<file path="config.mk">
export PLATFORM = sky130hd
export DESIGN_NAME = reg_scoreboard
export DESIGN_NICKNAME = d
export VERILOG_FILES = /design/src/rtl/reg_scoreboard.sv
export SDC_FILE = /design/constraint.sdc
export NUM_CORES = 1
export LEC_CHECK = 0
export ABC_CLOCK_PERIOD_IN_PS = 5500
export CORE_ASPECT_RATIO = 2
export CORE_MARGIN = 2
export CORE_UTILIZATION = 60
export CTS_CLUSTER_SIZE = 14
export DETAILED_ROUTE_END_ITERATION = 6
export GPL_ROUTABILITY_DRIVEN = 0
export PLACE_DENSITY = 0.8
export SETUP_SLACK_MARGIN = 0.4
export SLEW_MARGIN = 30
export SYNTH_ARGS = -nofsm -noshare
export SYNTH_HDL_FRONTEND = slang
export SYNTH_SLANG_ARGS = --single-unit
</file>
<file path="constraint.sdc">
create_clock -name CLK -period 5.5 [get_ports CLK]
set_input_delay 0.55 -clock CLK [delete_from_list [all_inputs] [get_ports CLK]]
set_output_delay 0.55 -clock CLK [all_outputs]
set_load 0.05 [all_outputs]
</file>
<file path="src/rtl/reg_scoreboard.sv">
// Register write scoreboard: tracks pending writes per register and produces the
// decode stall. Optional macro WB_BYPASS_EN lets a same-cycle writeback release a RAW stall.
module reg_scoreboard #(
  parameter int MAX_PER_REG  = 3,
  parameter int MAX_INFLIGHT = 4,
  parameter int STALL_CNT_W  = 16,
  localparam int CNT_W       = $clog2(MAX_PER_REG + 1),
  localparam int INF_W       = $clog2(MAX_INFLIGHT + 1)
) (
  input  logic                   CLK,
  input  logic                   RESET_N,
  input  logic                   ISSUE_VALID,
  input  logic [4:0]             ISSUE_RS1_ADDR,
  input  logic                   ISSUE_RS1_USED,
  input  logic [4:0]             ISSUE_RS2_ADDR,
  input  logic                   ISSUE_RS2_USED,
  input  logic [4:0]             ISSUE_RD_ADDR,
  input  logic                   ISSUE_RD_WRITE,
  input  logic                   WB_VALID,
  input  logic [4:0]             WB_ADDR,
  input  logic                   FLUSH,
  output logic                   ISSUE_READY,
  output logic                   STALL,
  output logic [31:0]            BUSY_VECTOR,
  output logic [INF_W-1:0]       INFLIGHT,
  output logic [STALL_CNT_W-1:0] STALL_CYCLES,
  output logic                   UNDERFLOW_ERR
);

  localparam logic [CNT_W-1:0] CNT_MAX = CNT_W'(MAX_PER_REG);
  localparam logic [INF_W-1:0] INF_MAX = INF_W'(MAX_INFLIGHT);
  localparam logic [CNT_W-1:0] CNT_ONE = CNT_W'(1);

  // Entry 0 is never written, so R0 always reads as idle.
  logic [CNT_W-1:0] cnt_q [32];
  logic [31:0]      flushed_q;
  logic [INF_W-1:0] inflight_q;
  logic [STALL_CNT_W-1:0] stall_cnt_q;
  logic             underflow_q;

  logic rs1_busy;
  logic rs2_busy;
  logic raw_hz;
  logic struct_hz;
  logic acc;
  logic inc;
  logic wb_hit;
  logic dec;
  logic wb_under;

  always_comb begin
    rs1_busy = ISSUE_RS1_USED && (cnt_q[ISSUE_RS1_ADDR] != '0);
    rs2_busy = ISSUE_RS2_USED && (cnt_q[ISSUE_RS2_ADDR] != '0);
`ifdef WB_BYPASS_EN
    // Last pending write retiring this cycle is forwarded, so the source is free.
    if (WB_VALID && (WB_ADDR == ISSUE_RS1_ADDR) && (cnt_q[ISSUE_RS1_ADDR] == CNT_ONE))
      rs1_busy = 1'b0;
    if (WB_VALID && (WB_ADDR == ISSUE_RS2_ADDR) && (cnt_q[ISSUE_RS2_ADDR] == CNT_ONE))
      rs2_busy = 1'b0;
`endif
    raw_hz    = rs1_busy || rs2_busy;
    struct_hz = ISSUE_RD_WRITE && (ISSUE_RD_ADDR != 5'd0) &&
                ((cnt_q[ISSUE_RD_ADDR] == CNT_MAX) || (inflight_q == INF_MAX));
    acc       = ISSUE_VALID && !raw_hz && !struct_hz && !FLUSH;
    inc       = acc && ISSUE_RD_WRITE && (ISSUE_RD_ADDR != 5'd0);
    wb_hit    = WB_VALID && (WB_ADDR != 5'd0) && !FLUSH;
    dec       = wb_hit && (cnt_q[WB_ADDR] != '0);
    // Writebacks belonging to flushed writes land on a zero count and are masked.
    wb_under  = wb_hit && (cnt_q[WB_ADDR] == '0) && !flushed_q[WB_ADDR];
  end

  assign ISSUE_READY   = !raw_hz && !struct_hz;
  assign STALL         = ISSUE_VALID && !ISSUE_READY;
  assign INFLIGHT      = inflight_q;
  assign STALL_CYCLES  = stall_cnt_q;
  assign UNDERFLOW_ERR = underflow_q;

  always_comb begin
    BUSY_VECTOR = '0;
    for (int i = 1; i < 32; i++) BUSY_VECTOR[i] = (cnt_q[i] != '0);
  end

  always_ff @(posedge CLK or negedge RESET_N) begin
    if (!RESET_N) begin
      for (int i = 0; i < 32; i++) cnt_q[i] <= '0;
      flushed_q   <= '0;
      inflight_q  <= '0;
      stall_cnt_q <= '0;
      underflow_q <= 1'b0;
    end else begin
      if (STALL && (stall_cnt_q != '1)) stall_cnt_q <= stall_cnt_q + 1'b1;
      underflow_q <= underflow_q || wb_under;
      if (FLUSH) begin
        for (int i = 1; i < 32; i++) begin
          cnt_q[i]     <= '0;
          flushed_q[i] <= flushed_q[i] || (cnt_q[i] != '0);
        end
        inflight_q <= '0;
      end else begin
        for (int i = 1; i < 32; i++) begin
          if (inc && (ISSUE_RD_ADDR == 5'(i))) begin
            flushed_q[i] <= 1'b0;
            if (!(dec && (WB_ADDR == 5'(i)))) cnt_q[i] <= cnt_q[i] + 1'b1;
          end else if (dec && (WB_ADDR == 5'(i))) begin
            cnt_q[i] <= cnt_q[i] - 1'b1;
          end
        end
        if (inc && !dec)      inflight_q <= inflight_q + 1'b1;
        else if (dec && !inc) inflight_q <= inflight_q - 1'b1;
      end
    end
  end

endmodule

</file>
==> results.txt <==
The worst setup path is captured at an output pin. The required time at the endpoint of the critical path came out at about 5000 ps. The number of distinct library cells after synthesis is 86. The largest net degree at the start of global routing is 68. The library cell used most frequently in the layout, excluding fill and tap cells, is sky130_fd_sc_hd__nor2_1. The minimum hold slack came out at roughly 140 ps. The share of Yosys cell area claimed by the top area cell type came out at 31.28%. The flip-flop and latch count after synthesis came out at 113.

The total of buffers placed on input and output ports came out at 80. Sorting the synthesized cells by area gives the leading types as sky130_fd_sc_hd__dfrtp_1, sky130_fd_sc_hd__mux4_2, sky130_fd_sc_hd__nor2_1. The post-detailed-placement half-perimeter wirelength came out at between 20 and 25 mm. The number of slew-limit violations in the final report came out at 0. The portion of the post-synthesis area used by sequential elements came out at 31.28%. Post-CTS timing repair inserted 0 buffers for setup. The number of flops mapped to enable cells by yosys came out at 0. The analysis attributes to cell leakage a power of roughly 4.2 nW.

The CTS tree is done. The relative slew slack came out at 32.01%. The utilization of the core after routing came out at 70.69%.

Dividing total power by cell area gives a power density of 253.8 mW/mm^2. The die footprint is 0.01612 mm^2. The cell area after synthesis is 0.009039 mm^2. The overall die height is 177.6 um.

The worst setup path is of the input port to output pin kind. The number of buffers inserted for hold repair after clock tree synthesis is 0. The overall routed net length came out at 32.88 mm. The count of fill cells added during filler insertion came out at ~1200. The insertion delay to the later sink of the worst-skew pair came out at 440 ps. The class of the most critical hold timing path is input port to async pin. The layout overhead on the synthesized area came out at 15.91%. In this run the most used layer during global routing was met2. The number of gates resized after cts came out at 0.

The fraction of met1 tracks used by global routing came out at 43.58%. The type of origin of the critical path is an input port. The first-pass GRT wire length came out at 51.20 mm. The detailed-route wire length per cell came out at approximately 25 um. The switching share of power came out at 31.50%. The data arrival at the endpoint of the critical path is 4320 ps. The global routing usage on met3 is 9.597%.

The pre-antenna-repair detailed-routing pass consisted of 6 iterations. In this run the core area contains 63 standard-cell rows. Setup violations remaining at the end of the flow were counted as 0.

The worst IR drop on VDD came out at 0.2354 mV. The global-route total usage across every layer is a little over two fifths. The post-layout net count came out at 1118.

The total CTS buffers is 17. Setup repair after global routing left no endpoint under its margin. The main flop type after synthesis is sky130_fd_sc_hd__dfrtp_1. The core region area came out at 0.01482 mm^2. The biggest area contributor in the post-synthesis netlist is sky130_fd_sc_hd__dfrtp_1. The worst path needs roughly 5000 ps of the cycle, external delays included. For the pin with the worst max-slew slack, the measured transition is around 1000 ps. The final worst clock skew came out at 14.72 ps. The number of clock sinks came out at 113. The floorplan die width came out at slightly above 90 um. The internal power component came out at 0.001821 W.

Of the total power, the clock network draws 41.6%. In this run the mean area of a mapped cell was 8.683 um^2. The gate count of the mapped netlist came out at 1041. Across the run, the number of max-cap violations was 0.

The tree is rooted in a sky130_fd_sc_hd__clkbuf_16. In this run the power spent charging and discharging nets is 0.0008374 W. The diode insertion count for antenna repair came out at 0. The synthesized netlist net count is 1071.

The vias after detailed routing is 9347. In the layout the commonest cells are sky130_fd_sc_hd__nor2_1, sky130_fd_sc_hd__dfrtp_1, sky130_fd_sc_hd__nand2_1, sky130_fd_sc_hd__nand3_1, sky130_fd_sc_hd__clkdlybuf4s50_1. The power share of the sequential group is 36.8%. The global-route track usage on met2 came out at 69.81%. The largest buffer count on any clock path is 2. After global routing the overflow that remains totals 0. The maximum frequency from static timing analysis came out at 205.5 MHz.

The first routing iteration left 950 violations. The initial standard-cell utilization of the core is 60.99%. Of all nets on the critical path, the largest fanout is 23. The post-detailed-route count of antenna-violating nets came out at 0. Yosys printed 3 warnings.

The fraction of final layout cells with drive strength greater than 1 came out at 12.83%. Clock-pin slew was measured on the worst setup and hold paths at ~50 ps. The final sum of negative setup slack is 0 ps. The flow ran to the end, and the final reports show no timing, DRC or antenna violations. After detailed routing, the number of vias per cell comes to roughly 7.2.

The fraction of registers with async set/reset is 100.0%. The H-tree depth is 4. The number of antenna violations at the first check in global routing came out at 0. The number of hold violations in the final report was 0. In the finished design, the share of the clock period the worst path needs comes to 88.46%.

The number of global-route vias before repair came out at 9306. The top-level port count is between 80 and 90. The DRC violation count after routing came out at 0. The power share of the combinational group came out at 21.7%.
[critical path, stage by stage]
cell and delay (ps):
sky130_fd_sc_hd__clkdlybuf4s50_1 950, sky130_fd_sc_hd__and4_1 480, sky130_fd_sc_hd__nor3_1 170, sky130_fd_sc_hd__a221oi_1 120, sky130_fd_sc_hd__a2111oi_1 720, sky130_fd_sc_hd__a21oi_1 310
sky130_fd_sc_hd__nor3_4 240, sky130_fd_sc_hd__nor2b_1 70, sky130_fd_sc_hd__clkdlybuf4s50_1 700
[final timing paths]
path / slack [ps] / from / depth (start not counted) / to
max in group asynchronous: 4310 / RESET_N / 3 / cnt_q[1]$_DFFE_PN0P_
setup reg to reg: 1740 / cnt_q[46]$_DFFE_PN0P_ / 9 / cnt_q[46]$_DFFE_PN0P_
setup / recovery: 630 / ISSUE_RD_ADDR[1] / 9 / STALL
hold / removal: 140 / RESET_N / 1 / flushed_q[10]$_DFFE_PN0P_
min in group CLK: 490 / STALL_CYCLES[15]$_DFFE_PN0P_ / 1 / STALL_CYCLES[15]$_DFFE_PN0P_
hold reg to reg: 490 / STALL_CYCLES[15]$_DFFE_PN0P_ / 1 / STALL_CYCLES[15]$_DFFE_PN0P_
[state kept, by name (all words and copies together), names as in the netlist]
register,cells
INFLIGHT,3
STALL_CYCLES,16
UNDERFLOW_ERR,1
cnt_q,62
flushed_q,31
[cells in the mapped netlist, drive strengths merged, types with 5 or more instances]
cell,n
or2,22
nand2b,15
nor4b,5
nor2,116
buf,31
clkbuf,44
a211oi,8
xnor2,7
mux2i,37
nor4,14
nor3,53
dfrtp,113
inv,34
nor2b,9
and4,7
o21ai,16
nand3,83
and3,20
a21oi,57
and2,5
nor3b,8
nand2,95
or3,12
o311ai,11
o211ai,42
nand3b,6
mux2,6
a311oi,6
o311a,10
a31oi,9
xor2,13
a211o,7
nand4,36
mux4,28
[power groups by stage]
| stage | registers, W | clock network (W) | logic [W] |
|---|---|---|---|
| floorplan | 0.00104 | 0 | 0.000307 |
| global placement | 0.000983 | 0 | 0.000547 |
| detailed placement | 0.000988 | 0 | 0.000556 |
| CTS | 0.000975 | 0.00110 | 0.000559 |
| global route | 0.000985 | 0.00114 | 0.000606 |
| finish | 0.000977 | 0.00111 | 0.000576 |
[area by class of cell]
cell class / instances / area [um^2] / share of cell area, %
Clock buffer: 23 / 457.9 / 4.371
Clock inverter: 7 / 110.1 / 1.051
Inverter: 36 / 135.1 / 1.290
Multi-Input combinational cell: 817 / 5718 / 54.58
Sequential cell: 113 / 2828 / 26.99
Tap cell: 195 / 244.0 / 2.329
Timing Repair Buffer: 103 / 983.4 / 9.387
[per-layer routing]
| metal | vias up | wire [um] |
|---|---|---|
| met5 | - | 0 |
| met4 | 0 | 3598 |
| met3 | 243 | 3014 |
| met2 | 685 | 15840 |
| met1 | 4424 | 10430 |
| li1 | 3995 | - |
[cell families after synthesis]
| family | count (synthesis) | share of synthesized area [%] |
|---|---|---|
| mux | 71 | 11.82 |
| fa+ha+maj | 2 | 0.3599 |
| simple gates | 518 | 32.36 |
| xor+xnor | 21 | 2.187 |
| flops | 113 | 31.28 |
| other cells | 1 | 0.04149 |
| buf+inv | 111 | 5.689 |
| compound gates | 204 | 16.25 |
[metrics by stage]
step	std cells	cell area, um^2	worst slack [ps]	power [W]
floorplan	1041	9039	1658	0.001345
global placement	1263	9876	780.4	0.001530
finish	1294	10480	634.5	0.002659
CTS	1293	10450	726.6	0.002638
global route	1294	10480	458.5	0.002735
detailed placement	1263	9878	750.4	0.001544
Note: power is estimated with default switching activity, not from simulation.
==> variant, RTL diff (config.mk and constraints unchanged) <==
Change the parameter `MAX_INFLIGHT` from 4 to 8.
--- a/src/rtl/reg_scoreboard.sv
+++ b/src/rtl/reg_scoreboard.sv
@@ -4,3 +4,3 @@
   parameter int MAX_PER_REG  = 3,
-  parameter int MAX_INFLIGHT = 4,
+  parameter int MAX_INFLIGHT = 8,
   parameter int STALL_CNT_W  = 16,
Ports: changed (resized INFLIGHT); port bits go from 82 to 83. No check against the original RTL was run, so the function may have changed too.
==> variant against the original RTL <==
Worst setup slack improved by 0.18 ns; count of clock-buffer cells in the layout unchanged; fmax increased by 3.9%; hold slack got worse by 0.11 ns; final cell count decreased by 3.3%; sequential cell count increased by 1; register-to-register slack about the same; wire length increased by 0.16%; sequential share of layout area increased by 0.64 points; synthesized area decreased by 1.9%; design area decreased by 1.5%; critical endpoint is now ISSUE_READY.
Power is not compared: it rests on default switching activity, and its combinational part moved more than twofold at a synthesized area within 25%.
==> variant: results (changes against the original RTL) <==
| Metric | Value |
|---|---|
| Status | finished clean |
| Post-CTS sizing | 0 (unchanged) |
| Placed Area | 9730 µm² (-1.5%) |
| Dpl ws | 0.820 ns (+0.0699 ns) |
| WL per Instance | 26.3 µm (+3.6%) |
| Clk slew on worst S/H paths | 0.05 ns (about the same) |
| Largest net degree at the start of global routing | 152 (+120%) |
| R2R setup slack | 1.74 ns (about the same) |
| Max FFs per register | 62 (unchanged) |
| CTS buffer count | 17 (unchanged) |
| Fillers | 1163 (-5.4%) |
| Relative slew slack | 34.2% (+2.2 points) |
| Global-route usage over all layers | 41.9% (about the same) |
| Initial antenna violation count | 0 (unchanged) |
| Synth cell count leaders | dfrtp_1 (114), a21oi_1 (68), nand3_1 (65) |
| Clock skew | 0.0105 ns (-0.00420 ns) |
| Net Count, Synth | 1048 (-2.1%) |
| Average vias per placed instance | 7.59 (+5.1%) |
| Final Setup Violations | 0 (unchanged) |
| RR Endpoint | INFLIGHT[3] |
| Critical Path Fanout Max | 18 (-22%) |
| Max H-tree Level | 4 (unchanged) |
| Initial DRC count | 1177 (+24%) |
| Multi-input gate area | 5480 µm² (-4.1%) |
| Synth unique cells | 77 (-10%) |
| Clk root buf | clkbuf_16 |
| DR pass1 iterations | 7 (+1) |
| Post-synthesis compound-gate area fraction | 23.7% (+7.5 points) |
| Final net count | 1081 (-3.3%) |
| Overall routed net length | 32.9 mm (+0.16%) |
| Worst hold slack | 0.0330 ns (-0.109 ns) |
| Most used DFF post-synth | dfrtp_1 |
| Sequential share of the synthesized area | 32.2% (+0.90 points) |
| Worst Hold Class | primary input to async pin |
| Pleak | 4.05 nW |
| Worst reg-to-reg path cell count | 13 (+4) |
| Warning count from the yosys run | 3 (unchanged) |
| Post-Synth XOR/XNOR Area | 1.98% (-0.21 points) |
| Crit path DAT | 4.13 ns (-0.19 ns) |
| Top cells by area, synth | dfrtp_1 (32%), mux4_2 (9.4%), a21oi_1 (3.8%) |
| Worst VDD drop | between 0.3 and 0.4 mV |
| Biggest register | cnt_q |
| Post-CTS setup buffers | 0 (unchanged) |
| Post-Synth Adder-Cell Area | 0.649% (+0.29 points) |
| DP HPWL | 23.4 mm (-0.18%) |
| Mux contribution to synthesized area | 12.3% (+0.50 points) |
| RR Startpoint | cnt_q[20] |
| Worst skew pair latency | 0.43 ns |
| Placed cell count | 1221 (-3.3%) |
| Number of global-route vias before repair | 9225 (-0.87%) |
| Port bufs | 81 (+1.3%) |
| Layout cells sized above 1 | 12.2% (-0.65 points) |
| First-pass GRT wire length | 51.3 mm (+0.11%) |
| Syn Area/Cell | 8.73 µm² (+0.49%) |
| Async S/R FF share, synth | 100% (unchanged) |
==> variant: cell types whose count changed after synthesis, sizes merged, moves of 18 or more <==
cell | before | now
nor2 | 116 | 54
a31oi | 9 | 49
nand2 | 95 | 56
o211ai | 42 | 18
mux2i | 37 | 18
nand3 | 83 | 65
==> variant: cell type report <==
cell class	count	area share, %
clock buffer	23	4.73
clock inverter	6	0.776
tap	192	2.33
timing repair buffer	105	9.75
sequential	114	27.6
inverter	46	1.67
multi-input combinational	765	53.1
==> variant: power breakdown <==
group          internal [W]  switching, W  total (W)  leakage [nW]
combinational      0.000535      0.000930    0.00146          2.33
sequential          0.00102      0.000215    0.00123          1.44
clock              0.000703      0.000395    0.00110         0.285
==> variant: how the worst max path moves through the flow <==
| stage | from | to | cells past startpoint | slack [ns] |
|---|---|---|---|---|
| after floorplan | cnt_q[20] | INFLIGHT[3] | 16 | 1.58 |
| after global placement | ISSUE_RD_ADDR[1] | STALL | 10 | 0.91 |
| after detailed placement | WB_ADDR[1] | INFLIGHT[3] | 13 | 0.82 |
| after CTS | ISSUE_RD_ADDR[1] | ISSUE_READY | 9 | 0.87 |
| after global routing | ISSUE_RD_ADDR[1] | ISSUE_READY | 9 | 0.65 |
| final | ISSUE_RD_ADDR[1] | ISSUE_READY | 9 | 0.82 |
==> variant: metal layers <==
metal | up-vias | track usage (%) | wire [µm]
li1 | 3992 | - | -
met1 | 4486 | 46.2 | 10900
met2 | 767 | 66.6 | 15000
met3 | 255 | 11.2 | 3600
met4 | 0 | 36.2 | 3390
met5 | - | 0 | 0
==> variant: worst max-delay path: stages <==
cell and delay (ns):
clkdlybuf4s50_1 0.85, buf_4 0.36, mux4_2 0.53, nand2_1 0.08, o21ai_0 0.11, o211ai_1 0.30, a21boi_0 0.24, nor3_1 0.24
clkdlybuf4s50_1 0.86
